`src/rtl/enc_acq_pkg.sv`:
```
// Shared types and defaults for the encoder acquisition blocks.
package enc_acq_pkg;

    typedef enum logic [2:0] {
        ST_IDLE    = 3'd0,
        ST_TRIG    = 3'd1,
        ST_WAIT_HI = 3'd2,
        ST_WAIT_LO = 3'd3,
        ST_READ    = 3'd4,
        ST_PUBLISH = 3'd5
    } acq_state_t;

    localparam int TRIG_W_DEF      = 4;
    localparam int READ_CYCLES_DEF = 34;
    localparam int TIMEOUT_DEF     = 1023;

    // Counters up to 32 bits wide: pass the value and its ceiling zero-extended.
    function automatic logic [31:0] sat_inc(input logic [31:0] v, input logic [31:0] max_v);
        return (v >= max_v) ? max_v : v + 32'd1;
    endfunction

endpackage

```
`src/rtl/enc_busy_sync.sv`:
```
// Two-flop synchroniser for an asynchronous level, with one-cycle edge pulses.
module enc_busy_sync (
    input  logic clk,
    input  logic rst,
    input  logic pin,
    output logic level,
    output logic rise,
    output logic fall
);

    logic meta, sync, prev;

    always_ff @(posedge clk or posedge rst) begin
        if (rst) begin
            meta <= 1'b0;
            sync <= 1'b0;
            prev <= 1'b0;
        end else begin
            meta <= pin;
            sync <= meta;
            prev <= sync;
        end
    end

    assign level = sync;
    assign rise  = sync & ~prev;
    assign fall  = ~sync & prev;

endmodule

```
`src/rtl/enc_acq_scheduler.sv`:
```
// Periodic trigger, busy-handshake supervision and frame publication for the
// 16-channel encoder ADC acquisition core.
module enc_acq_scheduler
    import enc_acq_pkg::*;
#(
    parameter int PERIOD_W    = 16,
    parameter int TRIG_W      = TRIG_W_DEF,
    parameter int READ_CYCLES = READ_CYCLES_DEF,
    parameter int TIMEOUT     = TIMEOUT_DEF,
    parameter int CNT_W       = 16
) (
    input  logic                clk,
    input  logic                rst,
    input  logic                enable,
    input  logic [PERIOD_W-1:0] period,
    input  logic                busy,
    input  logic                clr_err,
    input  logic                frame_ack,
    output logic                trig_out,
    output logic                snap_stb,
    output logic                frame_valid,
    output logic [CNT_W-1:0]    frame_seq,
    output logic [CNT_W-1:0]    overrun_cnt,
    output logic [CNT_W-1:0]    timeout_cnt,
    output logic                err_timeout,
    output logic                err_lost,
    output logic [2:0]          state_o
);

    localparam int CMAX0 = (TIMEOUT > READ_CYCLES) ? TIMEOUT : READ_CYCLES;
    localparam int CMAX  = (CMAX0 > TRIG_W) ? CMAX0 : TRIG_W;
    localparam int TW    = $clog2(CMAX + 1);
    localparam logic [CNT_W-1:0] CNT_MAX = '1;

    logic busy_lvl, busy_fall, busy_rise_unused;

    enc_busy_sync u_busy_sync (
        .clk   (clk),
        .rst   (rst),
        .pin   (busy),
        .level (busy_lvl),
        .rise  (busy_rise_unused),
        .fall  (busy_fall)
    );

    // The period in force is taken from the input in the first cycle of each
    // period and held for the rest of it, so a change applies from the next wrap.
    logic [PERIOD_W-1:0] pcnt, plen_q, plen;
    logic                tick;

    always_comb begin
        plen = (pcnt == '0) ? period : plen_q;
        tick = enable && ((plen <= PERIOD_W'(1)) || (pcnt >= plen - PERIOD_W'(1)));
    end

    always_ff @(posedge clk or posedge rst) begin
        if (rst) begin
            pcnt   <= '0;
            plen_q <= '0;
        end else if (!enable) begin
            pcnt <= '0;
        end else begin
            if (pcnt == '0)
                plen_q <= period;
            pcnt <= tick ? '0 : pcnt + PERIOD_W'(1);
        end
    end

    // One counter serves the trigger width, the wait watchdog and the readout delay.
    acq_state_t    state;
    logic [TW-1:0] cnt;
    logic          tmo_hit, abort, publish;

    assign tmo_hit = (cnt == TW'(TIMEOUT - 1));
    assign abort   = ((state == ST_WAIT_HI) && !busy_lvl && tmo_hit) ||
                     ((state == ST_WAIT_LO) && !busy_fall && tmo_hit);
    assign publish = (state == ST_PUBLISH);

    always_ff @(posedge clk or posedge rst) begin
        if (rst) begin
            state <= ST_IDLE;
            cnt   <= '0;
        end else begin
            case (state)
                ST_IDLE: if (tick) begin
                    state <= ST_TRIG;
                    cnt   <= TW'(TRIG_W - 1);
                end
                ST_TRIG: if (cnt == '0) begin
                    state <= ST_WAIT_HI;
                    cnt   <= '0;
                end else begin
                    cnt <= cnt - TW'(1);
                end
                ST_WAIT_HI: if (busy_lvl) begin
                    state <= ST_WAIT_LO;
                    cnt   <= '0;
                end else if (tmo_hit) begin
                    state <= ST_IDLE;
                end else begin
                    cnt <= cnt + TW'(1);
                end
                ST_WAIT_LO: if (busy_fall) begin
                    state <= ST_READ;
                    cnt   <= TW'(READ_CYCLES);
                end else if (tmo_hit) begin
                    state <= ST_IDLE;
                end else begin
                    cnt <= cnt + TW'(1);
                end
                ST_READ: begin
                    cnt <= cnt - TW'(1);
                    if (cnt == TW'(1))
                        state <= ST_PUBLISH;
                end
                ST_PUBLISH: state <= ST_IDLE;
                default:    state <= ST_IDLE;
            endcase
        end
    end

    always_ff @(posedge clk or posedge rst) begin
        if (rst) begin
            frame_seq   <= '0;
            frame_valid <= 1'b0;
            err_timeout <= 1'b0;
            err_lost    <= 1'b0;
            overrun_cnt <= '0;
            timeout_cnt <= '0;
        end else begin
            if (publish)
                frame_seq <= frame_seq + CNT_W'(1);
            // A publish with a same-cycle ack replaces the acked frame.
            if (publish)
                frame_valid <= 1'b1;
            else if (frame_ack)
                frame_valid <= 1'b0;
            if (clr_err) begin
                err_timeout <= 1'b0;
                err_lost    <= 1'b0;
                overrun_cnt <= '0;
                timeout_cnt <= '0;
            end else begin
                if (abort) begin
                    err_timeout <= 1'b1;
                    timeout_cnt <= CNT_W'(sat_inc(32'(timeout_cnt), 32'(CNT_MAX)));
                end
                if (publish && frame_valid && !frame_ack)
                    err_lost <= 1'b1;
                if (tick && (state != ST_IDLE))
                    overrun_cnt <= CNT_W'(sat_inc(32'(overrun_cnt), 32'(CNT_MAX)));
            end
        end
    end

    assign trig_out = (state == ST_TRIG);
    assign snap_stb = publish;
    assign state_o  = state;

endmodule

```
`config.mk`:
```
export PLATFORM = sky130hd
export DESIGN_NAME = enc_acq_scheduler
export DESIGN_NICKNAME = d
export VERILOG_FILES = /design/src/rtl/enc_acq_pkg.sv /design/src/rtl/enc_busy_sync.sv /design/src/rtl/enc_acq_scheduler.sv
export SDC_FILE = /design/constraint.sdc
export NUM_CORES = 1
export LEC_CHECK = 0
export BUFFER_PORTS_ARGS = -buffer_cell sky130_fd_sc_hd__buf_2
export CAP_MARGIN = 20
export CORE_MARGIN = 5
export CORE_UTILIZATION = 40
export DETAILED_ROUTE_END_ITERATION = 10
export HOLD_SLACK_MARGIN = 0.02
export MAX_ROUTING_LAYER = met4
export SYNTH_ARGS = -nofsm -noshare
export SYNTH_HDL_FRONTEND = slang
export SYNTH_HIERARCHICAL = 1
export SYNTH_SLANG_ARGS = --single-unit
```
`constraint.sdc`:
```
create_clock -name clk -period 8.3 [get_ports clk]
set_clock_uncertainty 0.05 [all_clocks]
set_input_delay 1.66 -clock clk [delete_from_list [all_inputs] [get_ports clk]]
set_output_delay 1.66 -clock clk [all_outputs]
set_load 0.005 [all_outputs]
```
# Word level (Yosys, flattened, before mapping)
# Index checks and enable logic that the tools add are counted.
classes:
  eq_ne: 10
  n_mux: 28
  order_cmp: 4
  addsub: 7
  n_reduce_logical: 24
  bitwise_logic: 2
ops:
  columns: ["op", "count"]
  rows:
  - ["$mux W16", 9]
  - ["$add A16 B1 Y16 const B", 4]
  - ["$mux W10", 5]
  - ["$pmux W10 S5", 1]
  - ["$ge A16 B16 Y1 const B", 2]
  - ["$mux W3", 6]
  - ["$ge A16 B16 Y1", 1]
  - ["$le A16 B1 Y1 const B", 1]
  - ["$logic_not A16 Y1", 1]
  - ["$sub A16 B1 Y16 const B", 1]
  - ["$pmux W3 S5", 1]
  - ["$add A10 B1 Y10 const B", 1]
  - ["$eq A10 B1 Y1 const B", 1]
  - ["$eq A10 B10 Y1 const B", 1]
  - ["$logic_not A10 Y1", 1]
  - ["$sub A10 B1 Y10 const B", 1]
  - ["$logic_and A1 B1 Y1", 8]
  - ["$reduce_bool A2 Y1", 4]
  - ["$eq A3 B2 Y1 const B", 2]
  - ["$eq A3 B3 Y1 const B", 2]
  - ["$mux W1", 6]
  - ["$reduce_bool A5 Y1", 1]
  - ["$ne A2 B2 Y1 const B", 2]
  - ["$eq A3 B1 Y1 const B", 1]
  - ["other kinds (9)", 12]
word_totals:
  output_inout_bits: 56
  register_bits: 99
  word_cells: 88
  inputBits: 22

# Logic depth before layout (Yosys ltp)
# Gate-level depths: netlist of the first run.
depth:
  depth_word: 9
  mapped_depth: 21
  ltp_nobuf: 18

# Modules after synthesis
# Netlist of the first run, hierarchy kept.
modules_own_cells:
  columns: ["mod", "instances", "area_each_um2", "cells_each", "seq_area_each_um2"]
  rows:
  - ["enc_acq_scheduler", 1, 6053.3, 660, 2402.3]
  - ["enc_busy_sync", 1, 93.8, 6, 75.1]

# Worst setup path after synthesis of the first run
# OpenSTA, ideal clock, no wires.
synth_timing:
  path_kind: "input -> register"
  from: "input period[2]"
  to: "register pcnt[10]"
  cell_stages: 17
  t_required_ns: 8.179
  setup_time_ns: 0.071
  setup_slack_ns: 3.397
  arrival_ns: 4.782
  n_path_buf: 2
  cell_sequence: "or3_1 > nor3_1 > mux2i_1 > nor3_2 > nand2_1 > xor2_1 > mux2_2 > ha_1 > nand4_1 > nor3_1 > a211o_1 > a21oi_1 > and2_1 > buf_2 > nand2_2 > buf_2 > nor2_1"
synth_via:
  elab_chain_len: 7
  word_cells_on_any_way: 8
  cone_classes: "add/sub: 1; order compare: 2; mux: 3; reduce/logical: 2"
synth_lines:
  columns: ["element", "line", "source"]
  rows:
  - ["start, declared", "enc_acq_scheduler.sv:15", "input logic [PERIOD_W-1:0] period,"]
  - ["$mux W16 (*)", null, null]
  - ["$sub A16 B1 Y16", "enc_acq_scheduler.sv:53", "tick = enable && ((plen <= PERIOD_W'(1)) || (pcnt >= plen - PERIOD_W'(1)));"]
  - ["$ge A16 B16 Y1", "enc_acq_scheduler.sv:53", null]
  - ["$logic_or A1 B1 Y1 (*)", "enc_acq_scheduler.sv:53", null]
  - ["$logic_and A1 B1 Y1 (*)", "enc_acq_scheduler.sv:53", null]
  - ["$mux W16 (*)", "enc_acq_scheduler.sv:65", "pcnt <= tick ? '0 : pcnt + PERIOD_W'(1);"]
  - ["$mux W16 (*)", "enc_acq_scheduler.sv:60", "end else if (!enable) begin"]
  - ["end signal, assigned", "enc_acq_scheduler.sv:65", null]
  - ["end, declared", "enc_acq_scheduler.sv:48", "logic [PERIOD_W-1:0] pcnt, plen_q, plen;"]
# Every way passes the cells marked *; elsewhere a longest branch is shown, timed or not.
# A chain may end at the register's enable or synchronous reset.

# Final worst setup path of the first run
layout_timing:
  from: "input period[2]"
  to: "register overrun_cnt[12]"
layout_via:
  elab_chain_len: 7
  word_cells_on_any_way: 8
  cone_classes: "add/sub: 1; order compare: 2; mux: 1; reduce/logical: 4"
layout_lines:
  columns: ["element", "line", "source"]
  rows:
  - ["$mux W16 (*)", null, null]
  - ["$sub A16 B1 Y16", "enc_acq_scheduler.sv:53", null]
  - ["$ge A16 B16 Y1", "enc_acq_scheduler.sv:53", null]
  - ["$logic_or A1 B1 Y1 (*)", "enc_acq_scheduler.sv:53", null]
  - ["$logic_and A1 B1 Y1 (*)", "enc_acq_scheduler.sv:53", null]
  - ["$logic_and A1 B1 Y1 (*)", "enc_acq_scheduler.sv:150", "if (tick && (state != ST_IDLE))"]
  - ["$reduce_bool A2 Y1 (no line) (*)", null, null]
  - ["end signal, assigned", "enc_acq_scheduler.sv:151", "overrun_cnt <= CNT_W'(sat_inc(32'(overrun_cnt), 32'(CNT_MAX)));"]
  - ["end, declared", "enc_acq_scheduler.sv:23", "output logic [CNT_W-1:0] overrun_cnt,"]
# Marked as above.

==> impl_results.md, run 1 <==
* IO buf count at 77
* Max cap viols at 0
* Clock Path Buffers at 2
* Worst hold slack at around 310 ps
* CTS Buf Count at 9
* Starting density of the core at between 40% and 50%
* Max incr delay on CP at ~570 ps
* I/O pin cnt at 78
* Setup bufs post-CTS at 0
* Largest net degree at the start of global routing at 82
* Reg2reg setup slack at ~3100 ps
* Fmax achieved at around 190 MHz
* Critical path class: in -> reg
* PwrDens at ~160 nW/um^2
* Peak supply drop at 0.0001039 V
* Drt first pass iters at 5
* Proportion of layout cells with a drive suffix above 1 at approximately 17%
* CTS tree: built
* Die ar. at 17930 sq um
* Most frequent cells in the layout: dfrtp_1 (99), nor2_1 (78), buf_2 (77)
* First-pass GRT wire length at about 26 mm
* Crit path to: overrun_cnt[12]
* Max_slew headroom at approximately 55%
* Die width at 133.9 microns
* Setup Viol. Count Final at 0
* Worst min path class: reg -> reg
* Clk root buf: clkbuf_16
* Critical Path RT at approximately 8500 ps
* Final Cycle Share at between 60% and 70%
* Die Y at roughly 130 microns
* RR Startpoint: pcnt[0]
* Post-route cell area at 7024 sq um
* Critical path, cell by cell: buf_2 > or3_1 > nor3_1 > mux2i_1 > nor3_2 > nand2_1 > xor2_1 > mux2_2 > ha_1 > nand4_1 > a2111oi_0 > a21oi_1 > a21oi_2 > a31oi_1 > a211oi_1
* Final core utilization at between 40% and 50%
* All-Layer GR Usage at roughly 18%
* CP Max Fanout at 16
* Mean Syn Cell Area at between 9 and 10 sq um
* Htree depth at 3
* DRC errors left at 0
* Clk_lat worst skew at between 300 and 400 ps
* Placed cell area at between 6000 and 7000 sq um
* RSZ-0062 raised after global routing: false
* Std-Cell Rows at between 40 and 50
* Setup TNS at 0 ps
* Vias in the first global route at 5014
* Initial antenna violation count at 0
* Synth Warn # at 6
* Final hold vios at 0
* GRT overflow at 0
* Pins Over Slew Limit at 0
* Post-Syn Area at between 6000 and 7000 sq um
* Cell count after synthesis at ~670
* Pleak at around 3.1 nW
* Total Wirelength at roughly 15 mm
* Area growth syn-to-layout at 14.38%
* Vias per inst at approximately 5.7
* Routed length per instance at 16.60 microns
* Worst EP arrival at approximately 5500 ps
* Core ar. at 15150 sq um
* Clk sinks at 99
* Status: finished, final reports clean
* Worst setup SP type: input pin
* Hold buffer count at CTS at 0
* Worst r2r path cells at 18
* Final ANT Viol Nets at 0
* Clock slew at reported path FFs at 70 ps
* Crit path from: period[2]
* Initial DRC count at about 320
* Fin crit period at about 5300 ps
* DR vias at 5322
* Gpl congestion at 0.8747
* Reg2reg end: overrun_cnt[12]
* Critical-path top delay cell: a21oi_2
* Post-cts resize count at 0
* Synth Net Count at between 700 and 800
* Final #Nets at between 700 and 800
* Least-Margin Pin Slew at between 600 and 700 ps
* Commonest non-fill, non-tap cell in the layout: dfrtp_1
* Worst Setup End Kind: flip-flop
* Post-DP HPWL at 11.04 mm
* N_diodes at 0
## worst min path at each step
stage | start | to | slack, ps | cells after the start
2_1_floorplan | u_busy_sync/meta | u_busy_sync/level | 280 | 0
6_report | u_busy_sync/meta | u_busy_sync/level | 310 | 0
3_3_place_gp | u_busy_sync/meta | u_busy_sync/level | 290 | 0
5_1_grt | u_busy_sync/meta | u_busy_sync/level | 330 | 0
4_1_cts | u_busy_sync/meta | u_busy_sync/level | 310 | 0
3_5_place_dp | u_busy_sync/meta | u_busy_sync/level | 300 | 0
## worst max-delay path, delay by kind of cell
kind | cells | cell delay, ps
AO/OA/AOI/OAI | 5 | 1560
adder cells (fa/ha/maj) | 1 | 310
buffers and inverters | 1 | 130
multiplexers | 2 | 480
XOR/XNOR | 1 | 160
AND/OR/NAND/NOR | 5 | 1200
## layout make-up
class	count	area, sq um
timing repair buffer	81	435.4
fill	1417	8122
sequential	99	2477
inverter	15	58.81
multi-input combinational	527	3500
tap	188	235.2
clock buffer	11	232.7
clock inverter	5	85.08
## through the flow
step / std cells / total power [W] / setup WS [ps]
finish: 926 / 0.001142 / 2979
floorplan: 665 / 0.0006524 / 3397
detailed placement: 909 / 0.0006975 / 2663
CTS: 925 / 0.001157 / 3023
global placement: 909 / 0.0006935 / 2806
global route: 926 / 0.001201 / 2605
## sequential cells by signal (all words and copies together), names as in the netlist
register	count
frame_seq	16
overrun_cnt	16
pcnt	16
plen_q	16
timeout_cnt	16
cnt	10
state_o	3
err_lost	1
err_timeout	1
frame_valid	1
u_busy_sync/level	1
u_busy_sync/meta	1
u_busy_sync/prev	1
## power by group
part           leakage (nW)  total, W  switching, W  internal [W]
Sequential             1.30  0.000531     0.0000256      0.000505
Combinational          1.68  0.000159     0.0000867     0.0000726
Clock                 0.150  0.000452      0.000186      0.000266
## per-layer routing
layer | up-vias | track usage, % | part of all wire, %
met5 | - | - | 0
met4 | 0 | 4.057 | 0.76
met3 | 8 | 4.089 | 4.7
met2 | 152 | 26.90 | 47
met1 | 2592 | 24.41 | 48
li1 | 2570 | - | -
Power figures use the tool's default switching activity.
==> run 2, diff against run 1 <==
--- a/config.mk
+++ b/config.mk
@@ -5,6 +5,7 @@
 export SDC_FILE = /design/constraint.sdc
 export NUM_CORES = 1
 export LEC_CHECK = 0
+export ABC_AREA = 1
 export BUFFER_PORTS_ARGS = -buffer_cell sky130_fd_sc_hd__buf_2
 export CAP_MARGIN = 20
 export CORE_MARGIN = 5
==> constraint.sdc (replaced) <==
create_clock -name clk -period 5.5 [get_ports clk]
set_clock_uncertainty 0.05 [all_clocks]
set_input_delay 1.1 -clock clk [delete_from_list [all_inputs] [get_ports clk]]
set_output_delay 1.1 -clock clk [all_outputs]
set_load 0.005 [all_outputs]
==> run 2 against run 1 <==
  * Area after synthesis rose by 3.6%
  * Register-to-register slack worse by 1700 ps
  * Largest cell class unchanged
  * Sequential share of layout area decreased by 1.0 points
==> impl_results.md, run 2 <==
* Fmax achieved at approximately 240 MHz
* Synth Warn # at 6 (unchanged)
* Status: finished, final reports clean
* GRT overflow at 0 (unchanged)
* Final ANT Viol Nets at 0 (unchanged)
* Worst Setup End Kind: flip-flop
* I/O pin cnt at 78 (unchanged)
* Sequential share of power at 43.9% (-2.6 points)
* DR vias at 5518 (+3.7%)
* Gpl congestion at 0.8935 (+2.1%)
* Core ar. at 15770 sq um (+4.1%)
* Proportion of layout cells with a drive suffix above 1 at 13.67% (-3.7 points)
* Max_slew headroom at 32.93% (-22 points)
* Least-Margin Pin Slew at 1002 ps (+327.9 ps)
* PwrDens at 246.2 nW/um^2 (+51%)
* Int Pwr at 0.001275 W (+51%)
* RSZ-0062 raised after global routing: false
* Starting density of the core at 40.34% (-0.20 points)
* Worst EP arrival at 4280 ps (-1240 ps)
* Post-Syn Area at 6362 sq um (+3.6%)
* Vias in the first global route at 5206 (+3.8%)
* Worst setup SP type: flip-flop
* Worst hold slack at 304.4 ps (-1.094 ps)
* Post-cts resize count at 0 (unchanged)
* Die Y at 136.1 microns (+1.7%)
* Htree depth at 3 (unchanged)
* Drt first pass iters at 5 (unchanged)
* Largest net degree at the start of global routing at 66 (-20%)
* Pins Over Slew Limit at 0 (unchanged)
* CP Max Fanout at 11 (-5)
* CTS Buf Count at 9 (unchanged)
* Clk_lat worst skew at 360 ps (about the same)
* Setup TNS at 0 ps (unchanged)
* Area growth syn-to-layout at 13.79%
* Hold buffer count at CTS at 0 (unchanged)
* Comb pwr share at 16.5% (+2.6 points)
* Initial DRC count at 394 (+23%)
* Setup bufs post-CTS at 0 (unchanged)
* Clk root buf: clkbuf_16
* Setup Viol. Count Final at 0 (unchanged)
* IO buf count at 77 (unchanged)
* Final #Nets at 966 (+24%)
* Switch share at 28.48% (+2.4 points)
* Final hold vios at 0 (unchanged)
* Clk sinks at 99 (unchanged)
* Commonest non-fill, non-tap cell in the layout: nand2_1
* CTS tree: built
* First-pass GRT wire length at 25.82 mm (+0.91%)
* DRC errors left at 0 (unchanged)
* Vias per inst at 4.849 (-16%)
* Final Cycle Share at about three quarters
* Fin crit period at around 4100 ps
* Max cap viols at 0 (unchanged)
* Most frequent cells in the layout: nand2_1 (178), inv_1 (114), dfrtp_1 (99)
* Die ar. at 18530 sq um (+3.3%)
* All-Layer GR Usage at 17.69% (-0.084 points)
* Synth Net Count at 898 (+26%)
* Cell count after synthesis at 849 (+28%)
* Routed length per instance at 13.48 microns (-19%)
* Worst min path class: reg -> reg
* Pleak at 3.715 nW (+18%)
* Die width at 136.1 microns (+1.7%)
* N_diodes at 0 (unchanged)
* Sw power at 0.0005076 W (+70%)
* Post-DP HPWL at 11.18 mm (+1.3%)
* Critical path class: reg -> reg
* Peak supply drop at 0.0001422 V (+37%)
* Total Wirelength at 15.34 mm (-0.18%)
* Std-Cell Rows at 46 (+2.2%)
* Clock group share of total power at 39.6% (about the same)
* Initial antenna violation count at 0 (unchanged)
* Clock slew at reported path FFs at 70 ps (about the same)
* Critical Path RT at 5680 ps (-2820 ps)
* Clock Path Buffers at 2 (unchanged)
* Mean Syn Cell Area at 7.494 sq um (-19%)
-- run 2: routing by layer --
| metal | track usage (%) | part of all wire [%] | up-vias | wire length [microns] |
|---|---|---|---|---|
| met3 | 3.516 | 3.4 | 13 | 527 |
| li1 | - | - | 2883 | - |
| met5 | - | 0 | - | 0 |
| met4 | 4.703 | 1.2 | 0 | 180 |
| met1 | 24.12 | 50 | 2536 | 7714 |
| met2 | 27.02 | 45 | 86 | 6919 |
-- run 2: critical path, cell delays in order, from the launching register on --
cell and delay (ps):
dfrtp_1 410, inv_1 90, ha_1 170, inv_1 40, nor2_1 80, nand2_1 100
nor2_1 190, nand2_2 130, o21ai_2 260, nand4_1 200, nor2_1 190, nand2_1 120
nor2_2 150, nand2_1 90, xnor2_1 140, ha_1 320, a21oi_1 140, o21ai_0 100
a21oi_1 230, nand3_2 140, nand3_1 350, nand2_1 160, nand2_1 90, nand2_1 50
-- run 2: power by group through the flow --
stage | sequential, W | combinational [W] | clock, W
CTS | 0.000783 | 0.000298 | 0.000728
finish | 0.000783 | 0.000294 | 0.000706
global route | 0.000787 | 0.000340 | 0.000757
detailed placement | 0.000797 | 0.000296 | 0
floorplan | 0.000792 | 0.000226 | 0
global placement | 0.000796 | 0.000294 | 0
-- run 2: path summary, 6_finish.rpt --
path,start,to,slack [ps],cells after the start
hold / removal,u_busy_sync/meta,u_busy_sync/level,300,0
max in group asynchronous,rst,plen_q[1],3600,3
setup / recovery,pcnt[0],state_o[0],1400,23
min in group asynchronous,rst,u_busy_sync/meta,580,2
hold reg to reg,u_busy_sync/meta,u_busy_sync/level,300,0
setup reg to reg,pcnt[0],state_o[0],1400,23
-- run 2: final cells by class --
type                            count  area (sq um)
Clock inverter                      5         83.83
Sequential cell                    99          2477
Timing Repair Buffer               78         392.9
Clock buffer                       11         242.7
Multi-Input combinational cell    613          3334
Tap cell                          216         270.3
Fill cell                        1656          8531
Inverter                          116         437.9
-- run 2: per-stage QoR --
step | area (sq um) | util, % | setup WS (ps) | total power [W] | std cells
after CTS | 7239 | 45.91 | 1386 | 0.001809 | 1138
after detailed placement | 6913 | 43.84 | 1373 | 0.001093 | 1122
final | 7239 | 45.91 | 1399 | 0.001783 | 1138
after floorplan | 6362 | - | 1845 | 0.001018 | 849
after global routing | 7239 | 45.91 | 886.4 | 0.001885 | 1138
after global placement | 6913 | 43.84 | 1455 | 0.001090 | 1122
